## src/rtl/snn_pkg.sv

```systemverilog
// Shared types and widths for the time-multiplexed LIF neuron scheduler.
//   state_t : scheduler FSM states
//   V_W     : membrane potential and weight width
//   R_W     : refractory counter width
//   MAX_N   : storage depth of the per-neuron state arrays
package snn_pkg;

  typedef enum logic [1:0] {
    IDLE   = 2'd0,
    UPDATE = 2'd1,
    HOLD   = 2'd2
  } state_t;

  localparam int V_W   = 8;
  localparam int R_W   = 4;
  localparam int MAX_N = 8;

endpackage

```

## src/rtl/snn_lif_update.sv

```systemverilog
// Combinational leaky-integrate-and-fire update for one neuron.
// Ports:
//   v, refr, w  : current membrane, refractory count and weight of the neuron
//   in_q        : input current captured for this time step
//   v_next      : next membrane value
//   refr_next   : next refractory count
//   fire        : neuron spikes in this step
module snn_lif_update
  import snn_pkg::*;
#(
  parameter int THRESHOLD  = 200,
  parameter int LEAK_SHIFT = 3,
  parameter int REFRACT    = 2
) (
  input  logic [V_W-1:0] v,
  input  logic [R_W-1:0] refr,
  input  logic [V_W-1:0] w,
  input  logic [V_W-1:0] in_q,
  output logic [V_W-1:0] v_next,
  output logic [R_W-1:0] refr_next,
  output logic           fire
);

  // Clamp the 9-bit integration sum to the 8-bit membrane range.
  function automatic logic [V_W-1:0] sat_v(input logic [V_W:0] s);
    return s[V_W] ? {V_W{1'b1}} : s[V_W-1:0];
  endfunction

  logic [2*V_W-1:0] prod;
  logic [V_W-1:0]   cur;
  logic [V_W:0]     sum;
  logic [V_W-1:0]   s_sat;

  always_comb begin
    prod  = {{V_W{1'b0}}, in_q} * {{V_W{1'b0}}, w};
    cur   = V_W'(prod >> V_W);
    // v - (v >> k) never underflows, and adding an 8-bit current fits in 9 bits.
    sum   = {1'b0, v} - {1'b0, (v >> LEAK_SHIFT)} + {1'b0, cur};
    s_sat = sat_v(sum);

    v_next    = s_sat;
    refr_next = '0;
    fire      = 1'b0;
    if (refr != '0) begin
      v_next    = '0;
      refr_next = refr - R_W'(1);
    end else if (s_sat >= V_W'(THRESHOLD)) begin
      v_next    = '0;
      refr_next = R_W'(REFRACT);
      fire      = 1'b1;
    end
  end

endmodule

```

## src/rtl/snn_tdm_scheduler.sv

```systemverilog
// Shares one LIF datapath among N_NEURONS virtual neurons. A step request
// captures the input current, sweeps the neurons one per cycle, then offers
// the packed spike vector on a valid/ready handshake.
// Ports:
//   clk, reset            : clock and asynchronous active-high reset
//   step, neuron_input    : time-step request and its input current
//   cfg_we/addr/data      : per-neuron weight write port
//   spike_vec/valid/ready : spike result handshake
//   busy                  : sweep in progress
//   step_drop             : pulse one cycle after a rejected step
module snn_tdm_scheduler
  import snn_pkg::*;
#(
  parameter int             N_NEURONS  = 4,
  parameter int             THRESHOLD  = 200,
  parameter int             LEAK_SHIFT = 3,
  parameter int             REFRACT    = 2,
  parameter logic [V_W-1:0] W_INIT     = 8'h80
) (
  input  logic                 clk,
  input  logic                 reset,
  input  logic                 step,
  input  logic [V_W-1:0]       neuron_input,
  input  logic                 cfg_we,
  input  logic [2:0]           cfg_addr,
  input  logic [V_W-1:0]       cfg_data,
  output logic [N_NEURONS-1:0] spike_vec,
  output logic                 spike_valid,
  input  logic                 spike_ready,
  output logic                 busy,
  output logic                 step_drop
);

  state_t               state;
  logic [2:0]           idx;
  logic [V_W-1:0]       in_q;
  logic [N_NEURONS-1:0] spike_acc;

  // Arrays are sized for the largest configuration so the 3-bit index and
  // address always fit; entries at or above N_NEURONS are never written.
  logic [V_W-1:0] v_mem    [MAX_N];
  logic [R_W-1:0] refr_mem [MAX_N];
  logic [V_W-1:0] w_mem    [MAX_N];

  logic [V_W-1:0]       lif_v_next;
  logic [R_W-1:0]       lif_refr_next;
  logic                 lif_fire;
  logic [N_NEURONS-1:0] fire_mask;

  // Shared datapath: reads the neuron selected by idx, before any weight
  // write landing on the same edge.
  snn_lif_update #(
    .THRESHOLD  (THRESHOLD),
    .LEAK_SHIFT (LEAK_SHIFT),
    .REFRACT    (REFRACT)
  ) u_lif (
    .v         (v_mem[idx]),
    .refr      (refr_mem[idx]),
    .w         (w_mem[idx]),
    .in_q      (in_q),
    .v_next    (lif_v_next),
    .refr_next (lif_refr_next),
    .fire      (lif_fire)
  );

  assign fire_mask = N_NEURONS'(lif_fire) << idx;

  always_ff @(posedge clk or posedge reset) begin
    if (reset) begin
      state       <= IDLE;
      idx         <= '0;
      in_q        <= '0;
      spike_acc   <= '0;
      spike_vec   <= '0;
      spike_valid <= 1'b0;
      busy        <= 1'b0;
      step_drop   <= 1'b0;
      for (int i = 0; i < MAX_N; i++) begin
        v_mem[i]    <= '0;
        refr_mem[i] <= '0;
        w_mem[i]    <= W_INIT;
      end
    end else begin
      step_drop <= 1'b0;

      if (cfg_we && ({1'b0, cfg_addr} < 4'(N_NEURONS)))
        w_mem[cfg_addr] <= cfg_data;

      case (state)
        IDLE: begin
          if (step) begin
            in_q      <= neuron_input;
            idx       <= '0;
            spike_acc <= '0;
            busy      <= 1'b1;
            state     <= UPDATE;
          end
        end

        // Sweep boundary: one neuron committed per edge.
        UPDATE: begin
          v_mem[idx]    <= lif_v_next;
          refr_mem[idx] <= lif_refr_next;
          if (step)
            step_drop <= 1'b1;
          if (idx == 3'(N_NEURONS - 1)) begin
            spike_vec   <= spike_acc | fire_mask;
            spike_valid <= 1'b1;
            busy        <= 1'b0;
            state       <= HOLD;
          end else begin
            spike_acc <= spike_acc | fire_mask;
            idx       <= idx + 3'd1;
          end
        end

        // Result boundary: spike_vec held until the consumer takes it.
        HOLD: begin
          if (spike_ready) begin
            spike_valid <= 1'b0;
            if (step) begin
              in_q      <= neuron_input;
              idx       <= '0;
              spike_acc <= '0;
              busy      <= 1'b1;
              state     <= UPDATE;
            end else begin
              state <= IDLE;
            end
          end else if (step) begin
            step_drop <= 1'b1;
          end
        end

        default: state <= IDLE;
      endcase
    end
  end

endmodule
```

## config.mk

```make
export PLATFORM = sky130hd
export DESIGN_NAME = snn_tdm_scheduler
export DESIGN_NICKNAME = d
export VERILOG_FILES = /design/src/rtl/snn_pkg.sv /design/src/rtl/snn_lif_update.sv /design/src/rtl/snn_tdm_scheduler.sv
export SDC_FILE = /design/constraint.sdc
export NUM_CORES = 1
export LEC_CHECK = 0
export CAP_MARGIN = 40
export CORE_MARGIN = 2
export CORE_UTILIZATION = 60
export DETAILED_ROUTE_END_ITERATION = 10
export PLACE_DENSITY_LB_ADDON = 0.2
export RECOVER_POWER = 50
export SLEW_MARGIN = 5
export SYNTH_ARGS = -nofsm -noshare
export SYNTH_HDL_FRONTEND = slang
export SYNTH_HIERARCHICAL = 1
export SYNTH_SLANG_ARGS = --single-unit
export TNS_END_PERCENT = 20
```

## constraint.sdc

```tcl
create_clock -name clk -period 10.1 [get_ports clk]
set_input_delay 2.02 -clock clk [delete_from_list [all_inputs] [get_ports clk]]
set_output_delay 2.02 -clock clk [all_outputs]
set_load 0.1 [all_outputs]
```

==> impl_metrics.yaml, run 1 <==
yosys:
  yosysUniqueCellTypes: 58
  syn_avg_cell_area_um2: 12.4
  post_synth_main_area_contributors: "sky130_fd_sc_hd__dfrtp_1, sky130_fd_sc_hd__mux2_2, sky130_fd_sc_hd__mux4_2"
  ys_ff_latch: 184
  synth.net_count: 991
  postSynth.topFlopCell: "sky130_fd_sc_hd__dfrtp_1"
  number_of_enable_type_register_cells_in_the_synthesized_netlist: 0
  postSynth.asyncResetShare_pct: 100
  post-synth-top-area-fraction_pct: 40.6
  synthesis.instances: 873
  sequential_area_share_after_synthesis_pct: 42.6
  post_synth_instance_area_um2: 10800
  ys.warnings.count: 6
  synth_largest_area_cell: "sky130_fd_sc_hd__dfrtp_1"
clock_tree:
  ctsRootBufferMaster: "sky130_fd_sc_hd__clkbuf_16"
  cts_tree: "built"
  cts_hold_buffers: 0
  clock_sinks: 184
  numCtsBuffers: 17
  clkLatencyLatePin_ps: 440
  post-cts-setup-buffer-count: 0
  cts.clk_slew.worst_paths_ps: 70
  h-tree-depth: 4
  cts-root-to-sink-buffers: 2
  post_cts_resize_count: 0
place:
  placed_cell_area_um2: 11400
  portbufs: 30
  gp_weighted_congestion: 0.836
  dp_slack_ps: 1650
  place_hpwl_um: 15700
  dp.cells: 1096
floorplan:
  fp.coreArea_um2: 17800
  dieArea_um2: 19200
  placementRows: 49
  start_util_pct: 60.8
  die_x_um: 138
  fp.dieH_um: 138
  top_level_ports: 31
cells_and_area:
  insertedDiodeCount: 0
  final-instance-count-excl-fill: 1129
  final_cell_mix: "sky130_fd_sc_hd__dfrtp_1, sky130_fd_sc_hd__mux2_2, sky130_fd_sc_hd__inv_1, sky130_fd_sc_hd__nand2_1, sky130_fd_sc_hd__and2_1"
  fin_area_um2: 12000
  post_route_cells_drive_above_1_share_pct: 28.3
  final_nets: 1005
  final_common_cell: "sky130_fd_sc_hd__dfrtp_1"
  nFillCells: 1279
  area_growth_pct: 10.8
global_routing:
  grt_util_all_layers_pct: 25.4
  global_route.overflow_total: 0
  grt_start_max_net_pins: 69
  first_global_vias: 7534
  initial_antenna_violation_count: 0
  grt_first_pass_wirelength_um: 38500
worst_hold_path:
  timing.hold.worst.start: "w_mem[31]"
  worst_hold_path.endpoint: "w_mem[31]"
  holdCritPathClass: "flop to flop"
  worst_hold_path_depth: 0
timing:
  final_max_slew_viol_count: 164
  setup_violations: 0
  slew_headroom_pct: -100
  layout_setup_ws_ps: 1470
  min_period_over_period_pct: 85.4
  fmaxAchievable_mhz: 116
  tightest_slew_ps: 2990
  final_hold_viol_count: 0
  period_minus_slack_ps: 8630
  timing.clock.skew_ps: 13.8
  setup_total_negative_slack_ps: 0
  rsz_0062_raised_after_global_routing: "false"
critical_path:
  timing.reg2reg.setup_slack_ps: 1470
  reg2regPathDepth: 28
  critical_path.max_stage_delay_ps: 1010
  reg2reg_to: "v_mem[13]"
  crit_path_start_kind: "flop"
  worst_r2r_startpoint: "idx[0]"
  critPathSlowestCell: "sky130_fd_sc_hd__dfrtp_1"
  endpoint_kind: "flop"
  path_class: "flop to flop"
  worst-path-max-fanout: 17
  required_ps: 10480
  path_common_cell: "sky130_fd_sc_hd__fa_1"
  critPathArrivalTime_ps: 9010
route:
  drtAntennaViolNets: 0
  drtIter0Drc: 390
  routed_wirelength_um: 22500
  wl_per_cell_um: 20.0
  via_per_inst: 5.93
  route.vias.total: 6695
  drt-pass1-iter-count: 4
  drt_drc_violations_left: 0
flow_run:
  timing.max_cap.violations: 3
status:
  status: "complete, but fails checks"
  violations: "capacitance limit, slew limit"
## registers in the layout (all words and copies together), names as in the netlist, 2 cells and up
| signal | cells |
|---|---|
| v_mem | 64 |
| state | 2 |
| w_mem | 64 |
| spike_acc | 4 |
| in_q | 8 |
| refr_mem | 32 |
| spike_vec | 4 |
| idx | 3 |
## synthesized netlist by cell type (all sizes together) (3+ instances only)
master  number
a21o         8
a21oi       17
a31oi        6
a32o         4
and2        56
and3         4
buf         20
clkbuf      42
dfrtp      176
dfstp        8
fa          40
ha          54
inv         78
mux2       137
mux2i        5
mux4        40
nand2       75
nand2b       7
nand3        7
nand4        4
nand4b       3
nor2        16
nor2b        4
nor3         6
nor4         8
o21a         3
o21ai        6
or4          3
xnor2        7
xor2         8
## metrics by stage
step | hold slack [ps] | util, %
detailed placement | 357 | 64.0
global placement | 357 | 63.0
CTS | 367 | 67.5
finish | 366 | 67.3
floorplan | 424 | -
global route | 373 | 67.3
## cell type report
cell class / instances / area (µm²) / area share [%]
Clock buffer: 17 / 425 / 3.54
Multi-Input combinational cell: 549 / 5650 / 47.0
Clock inverter: 15 / 193 / 1.60
Sequential cell: 184 / 4620 / 38.4
Tap cell: 229 / 287 / 2.39
Timing Repair Buffer: 57 / 546 / 4.54
Inverter: 78 / 294 / 2.45
## per-layer routing
| layer | vias to the layer above | wire (µm) | global-route usage [%] | part of all wire (%) |
|---|---|---|---|---|
| li1 | 3035 | - | - | - |
| met1 | 3481 | 9900 | 34.0 | 44 |
| met2 | 135 | 11300 | 42.2 | 50 |
| met3 | 44 | 741 | 4.57 | 3.3 |
| met4 | 0 | 590 | 9.08 | 2.6 |
| met5 | - | 0 | 0 | 0 |
## worst max-delay path by stage
stage / start / to / slack (ps) / cells past startpoint
global route: idx[0] / v_mem[5] / 920 / 28
finish: idx[0] / v_mem[13] / 1470 / 28
CTS: idx[0] / v_mem[60] / 1610 / 27
floorplan: idx[0] / v_mem[26] / 2470 / 29
detailed placement: idx[0] / v_mem[60] / 1650 / 27
global placement: idx[0] / v_mem[27] / 1840 / 27
## kinds of logic (layout without fill, tap and decap cells)
group | Yosys count | in the layout | synth area share (%)
mux | 182 | 182 | 23.4
compound gates | 59 | 59 | 4.16
buf+inv | 140 | 167 | 5.29
simple gates | 199 | 199 | 9.66
xor+xnor | 15 | 15 | 1.35
fa+ha+maj | 94 | 94 | 13.6
flops | 184 | 184 | 42.6
## worst max-delay path: cells and delay by family, from the launching register on
kind                     cells  cell delay [ps]
buffers and inverters        4              410
AND/OR/NAND/NOR              7             1590
AO/OA/AOI/OAI                6              930
flip-flops                   1             1010
multiplexers                 2              780
adder cells (fa/ha/maj)      7             3220
XOR/XNOR                     2              640
Power of run 1 is not shown: default switching activity piles up to over one toggle a cycle in this logic, so the estimate is an artifact.
==> run 2: changes to the inputs <==
Settings changed: SLEW_MARGIN 5 to 20.
==> run 2 against run 1 <==
Net effect: the run still ends with capacitance limit, slew limit left; largest cell class unchanged; non-clock buffer count increased by 1; sequential share of layout area is essentially flat; setup slack improved by 10 ps; first-iteration DRC count is 6.9% higher; design area grew 0.10%; critical path depth unchanged; flip-flop and latch count unchanged; clock-buffer cell count stayed put; global-route usage is 0.11 points lower; via count rose by 0.16%.
==> impl_metrics.yaml, run 2 (same netlist as run 1, synthesis figures left out) <==
status:
  status: "complete, but fails checks"
  violations: "capacitance limit, slew limit"
floorplan:
  fp.dieH_um: 138
  top_level_ports: 31
  start_util_pct: 60.8
  die_x_um: 138
  fp.coreArea_um2: 17800
  placementRows: 49
  dieArea_um2: 19200
timing:
  setup_violations: 0
  fin_hold_ws_ps: 365
  final_max_slew_viol_count: 164
  fmaxAchievable_mhz: 116
  rsz_0062_raised_after_global_routing: "false"
  min_period_over_period_pct: 85.3
  period_minus_slack_ps: 8620
  setup_total_negative_slack_ps: 0
  tightest_slew_ps: 3020
  slew_headroom_pct: -102
  timing.clock.skew_ps: 14.1
  final_hold_viol_count: 0
place:
  portbufs: 30
  placed_cell_area_um2: 11400
  gp_weighted_congestion: 0.836
  place_hpwl_um: 15800
route:
  drtIter0Drc: 417
  route.vias.total: 6706
  wl_per_cell_um: 19.9
  drt_drc_violations_left: 0
  drtAntennaViolNets: 0
  via_per_inst: 5.93
  drt-pass1-iter-count: 5
  routed_wirelength_um: 22500
clock_tree:
  post_cts_resize_count: 0
  ctsRootBufferMaster: "sky130_fd_sc_hd__clkbuf_16"
  clock_sinks: 184
  clkLatencyLatePin_ps: 440
  h-tree-depth: 4
  cts_tree: "built"
  post-cts-setup-buffer-count: 0
  cts-root-to-sink-buffers: 2
  cts.clk_slew.worst_paths_ps: 70
  cts_hold_buffers: 0
  numCtsBuffers: 17
cells_and_area:
  final_nets: 1006
  layout_top_registers: "v_mem (64), w_mem (64), refr_mem (32)"
  fin_area_um2: 12000
  nFillCells: 1305
  insertedDiodeCount: 0
  post_route_cells_drive_above_1_share_pct: 28.1
  area_growth_pct: 10.9
  final_cell_mix: "sky130_fd_sc_hd__dfrtp_1, sky130_fd_sc_hd__mux2_2, sky130_fd_sc_hd__inv_1, sky130_fd_sc_hd__nand2_1, sky130_fd_sc_hd__and2_1"
  final_common_cell: "sky130_fd_sc_hd__dfrtp_1"
critical_path:
  crit_family: "adder cells"
  path_common_cell: "sky130_fd_sc_hd__fa_1"
  crit_path_start_kind: "flop"
  critPathArrivalTime_ps: 8990
  critPathSlowestCell: "sky130_fd_sc_hd__dfrtp_1"
  path_class: "flop to flop"
  required_ps: 10470
  critical_path.max_stage_delay_ps: 1000
  endpoint_kind: "flop"
  worst-path-max-fanout: 17
  cp_num_buf_inv: 4
flow_run:
  timing.max_cap.violations: 3
global_routing:
  grt_start_max_net_pins: 69
  first_global_vias: 7476
  initial_antenna_violation_count: 0
  grt_first_pass_wirelength_um: 38300
  global_route.overflow_total: 0
  grt_util_all_layers_pct: 25.3
worst_hold_path:
  holdCritPathClass: "flop to flop"
[run 2: worst paths after layout]
| check | start | end | slack (ps) | depth (start not counted) |
|---|---|---|---|---|
| worst max-delay path | idx[0] | v_mem[27] | 1480 | 28 |
| worst min-delay path | w_mem[15] | w_mem[15] | 370 | 0 |
| worst max register to register | idx[0] | v_mem[27] | 1480 | 28 |
| worst min register to register | w_mem[15] | w_mem[15] | 370 | 0 |
| max in group asynchronous | reset | w_mem[16] | 3590 | 3 |
| min in group asynchronous | reset | w_mem[22] | 2860 | 2 |
[run 2: routing by layer]
metal,vias up,part of all wire [%],global-route usage (%)
li1,3033,-,-
met2,147,51,42.8
met1,3490,43,33.8
met4,0,2.1,7.73
met3,36,3.7,4.40
met5,-,0,0
[run 2: layout make-up]
class,instances,area (µm²),area share (%)
Tap cell,229,287,2.38
Sequential cell,184,4620,38.4
Clock inverter,15,199,1.65
Inverter,78,294,2.45
Timing Repair Buffer,58,552,4.59
Multi-Input combinational cell,549,5650,47.0
Clock buffer,17,425,3.54
[run 2: through the flow]
stage,std cells,utilization (%),setup slack (ps)
after CTS,1128,67.5,1600
after global routing,1130,67.4,879
final,1130,67.4,1480
after detailed placement,1096,64.0,1610
after global placement,1081,63.0,1840
after floorplan,873,-,2470
Power of run 2 is left out for the same reason.
==> run 3: changes to the inputs <==
Settings changed: ABC_CLOCK_PERIOD_IN_PS from default to 10100.
==> results of run 3 <==
No change in the layout: final DEF, timing and power equal those of run 2.
Power of run 3 is left out for the same reason.
==> edit (config.mk and constraints of run 3) <==
`R_W`: 4 -> 3.
--- a/src/rtl/snn_pkg.sv
+++ b/src/rtl/snn_pkg.sv
@@ -14,3 +14,3 @@
   localparam int V_W   = 8;
-  localparam int R_W   = 4;
+  localparam int R_W   = 3;
   localparam int MAX_N = 8;
Check against the original RTL: no difference found for any inputs over 4 cycles, from zero or initial values and one cycle with reset high; that may be too few to reach the edited logic, so the function may still have changed.
==> edit against run 3 <==
The flow still finishes with violations (max-capacitance violations, max-slew violations). Synthesized cell count decreased by 1.3%. Non-clock buffer count decreased by 8. Wire length decreased by 5.4%. Maximum frequency decreased by 0.98%. Design area decreased by 3.0%. Synthesized area decreased by 2.6%. Global-route usage decreased by 0.27 points. Critical path depth unchanged. Setup slack got worse by 85 ps. Die area decreased by 2.5%. Sequential cell count decreased by 8. Critical endpoint is now spike_acc[0]. Largest cell class unchanged.
Power is not shown: default switching activity piles up to over one toggle a cycle in this logic, so the estimate is an artifact.
==> edit: results (changes against run 3) <==
| Metric | Value |
|---|---|
| Status | complete, but fails checks |
| Violated checks | max-capacitance violations, max-slew violations |
| Flip-flop and latch share of the layout cell area | 0.379 (-0.00532) |
| Slowest-stage cell, CP | sky130_fd_sc_hd__dfrtp_2 |
| Detailed-route via count | 6544 (-2.4%) |
| Ratio of cells with drive above 1 in the final layout | 0.273 (-0.00756) |
| Via density per instance | 5.91 (-0.39%) |
| Top cell type's share of synthesized area | 0.398 (-0.00808) |
| Max Clock Skew | 15.7 ps (+1.56 ps) |
| Inverters | 82 (+5.1%) |
| Fill cells | 1201 (-8.0%) |
| Post-route cell area | 11700 um2 (-3.0%) |
| Global-route wire length before repair | 35.8 mm (-6.5%) |
| Max-Slew Margin vs Limit | -1.41 (-0.384) |
| CP Max Fanout | 33 (+16) |
| Max_cap viols | 3 (unchanged) |
| Proportion of synthesized chip area in sequential cells | 0.418 (-0.00756) |
| All-Layer GR Usage | 0.250 (-0.00266) |
| Worst R2R End | spike_acc[0] |
| Non-clock buffer instance count of the final layout | 50 (-14%) |
| Met2 global-route usage | 0.413 (-0.0156) |
| Final HPWL from detailed placement | 15.1 mm (-4.5%) |
| Cell types with the largest area share after synthesis | sky130_fd_sc_hd__dfrtp_1 (40%), sky130_fd_sc_hd__mux2_2 (14%), sky130_fd_sc_hd__mux4_2 (8.1%) |
| Portion of the layout cell area used by clock cells | 0.0501 (-0.00184) |
| Biggest cell delay along the critical path | 680 ps (-320 ps) |
| Cell area reported after detailed placement | 11100 um2 (-2.7%) |
| Commonest cells in the netlist | sky130_fd_sc_hd__dfrtp_1 (168), sky130_fd_sc_hd__mux2_2 (130), sky130_fd_sc_hd__inv_1 (82) |
| Met3 Use GR | 0.0415 (-0.00251) |
| Share of cell area taken by multi-input logic gates | 0.477 (+0.00707) |
| Final count of pins violating max slew | 174 (+6.1%) |
| XOR/XNOR share of the synthesized area | 0.00996 (-0.00355) |
| Syn nets | 982 (-0.91%) |
| Share of the synthesized area in compound gates (AO/OA/AOI/OAI) | 0.0498 (+0.00822) |
| Wire length on met3 | 727 um (-13%) |
| Final Wtd Congestion | 0.882 (+5.6%) |
| Mux share of post-synthesis cell area | 0.225 (-0.00856) |
| Nets@finish | 989 (-1.7%) |
| Largest registers ranked by flip-flop count | v_mem (64), w_mem (64), refr_mem (24) |
| Hold_ws | 367 ps (+1.61 ps) |
| Routed metal-1 wirelength | 9.55 mm (-2.5%) |
| Largest net degree at the start of global routing | 70 (+1.4%) |
| Post-synthesis cell area | 10600 um2 (-2.6%) |
edit: cell types whose count changed after synthesis, moves of 6 or more:
cell / delta
sky130_fd_sc_hd__mux2_4: -9
sky130_fd_sc_hd__dfrtp_1: -8
sky130_fd_sc_hd__buf_2: +7
sky130_fd_sc_hd__nor4_1: -7
sky130_fd_sc_hd__inv_1: +6
edit: worst max-delay path: cells and delay by family (launching register included):
family | cells | cell delay, ps
adders and majority gates | 6 | 2770
AOI/OAI and AO/OA | 9 | 2110
and+or+nand+nor | 6 | 1310
buffers and inverters | 4 | 690
DFF | 1 | 680
muxes | 1 | 580
xor gates and xnor gates | 2 | 470
edit: worst max-delay path by stage:
stage / from / endpoint / slack, ps / depth (start not counted)
floorplan: idx[0] / spike_acc[0] / 2020 / 30
global placement: idx[0] / spike_acc[0] / 1560 / 27
detailed placement: idx[0] / spike_acc[0] / 1380 / 27
CTS: idx[0] / spike_acc[0] / 1340 / 27
global route: idx[0] / spike_acc[0] / 870 / 28
finish: idx[0] / spike_acc[0] / 1400 / 28
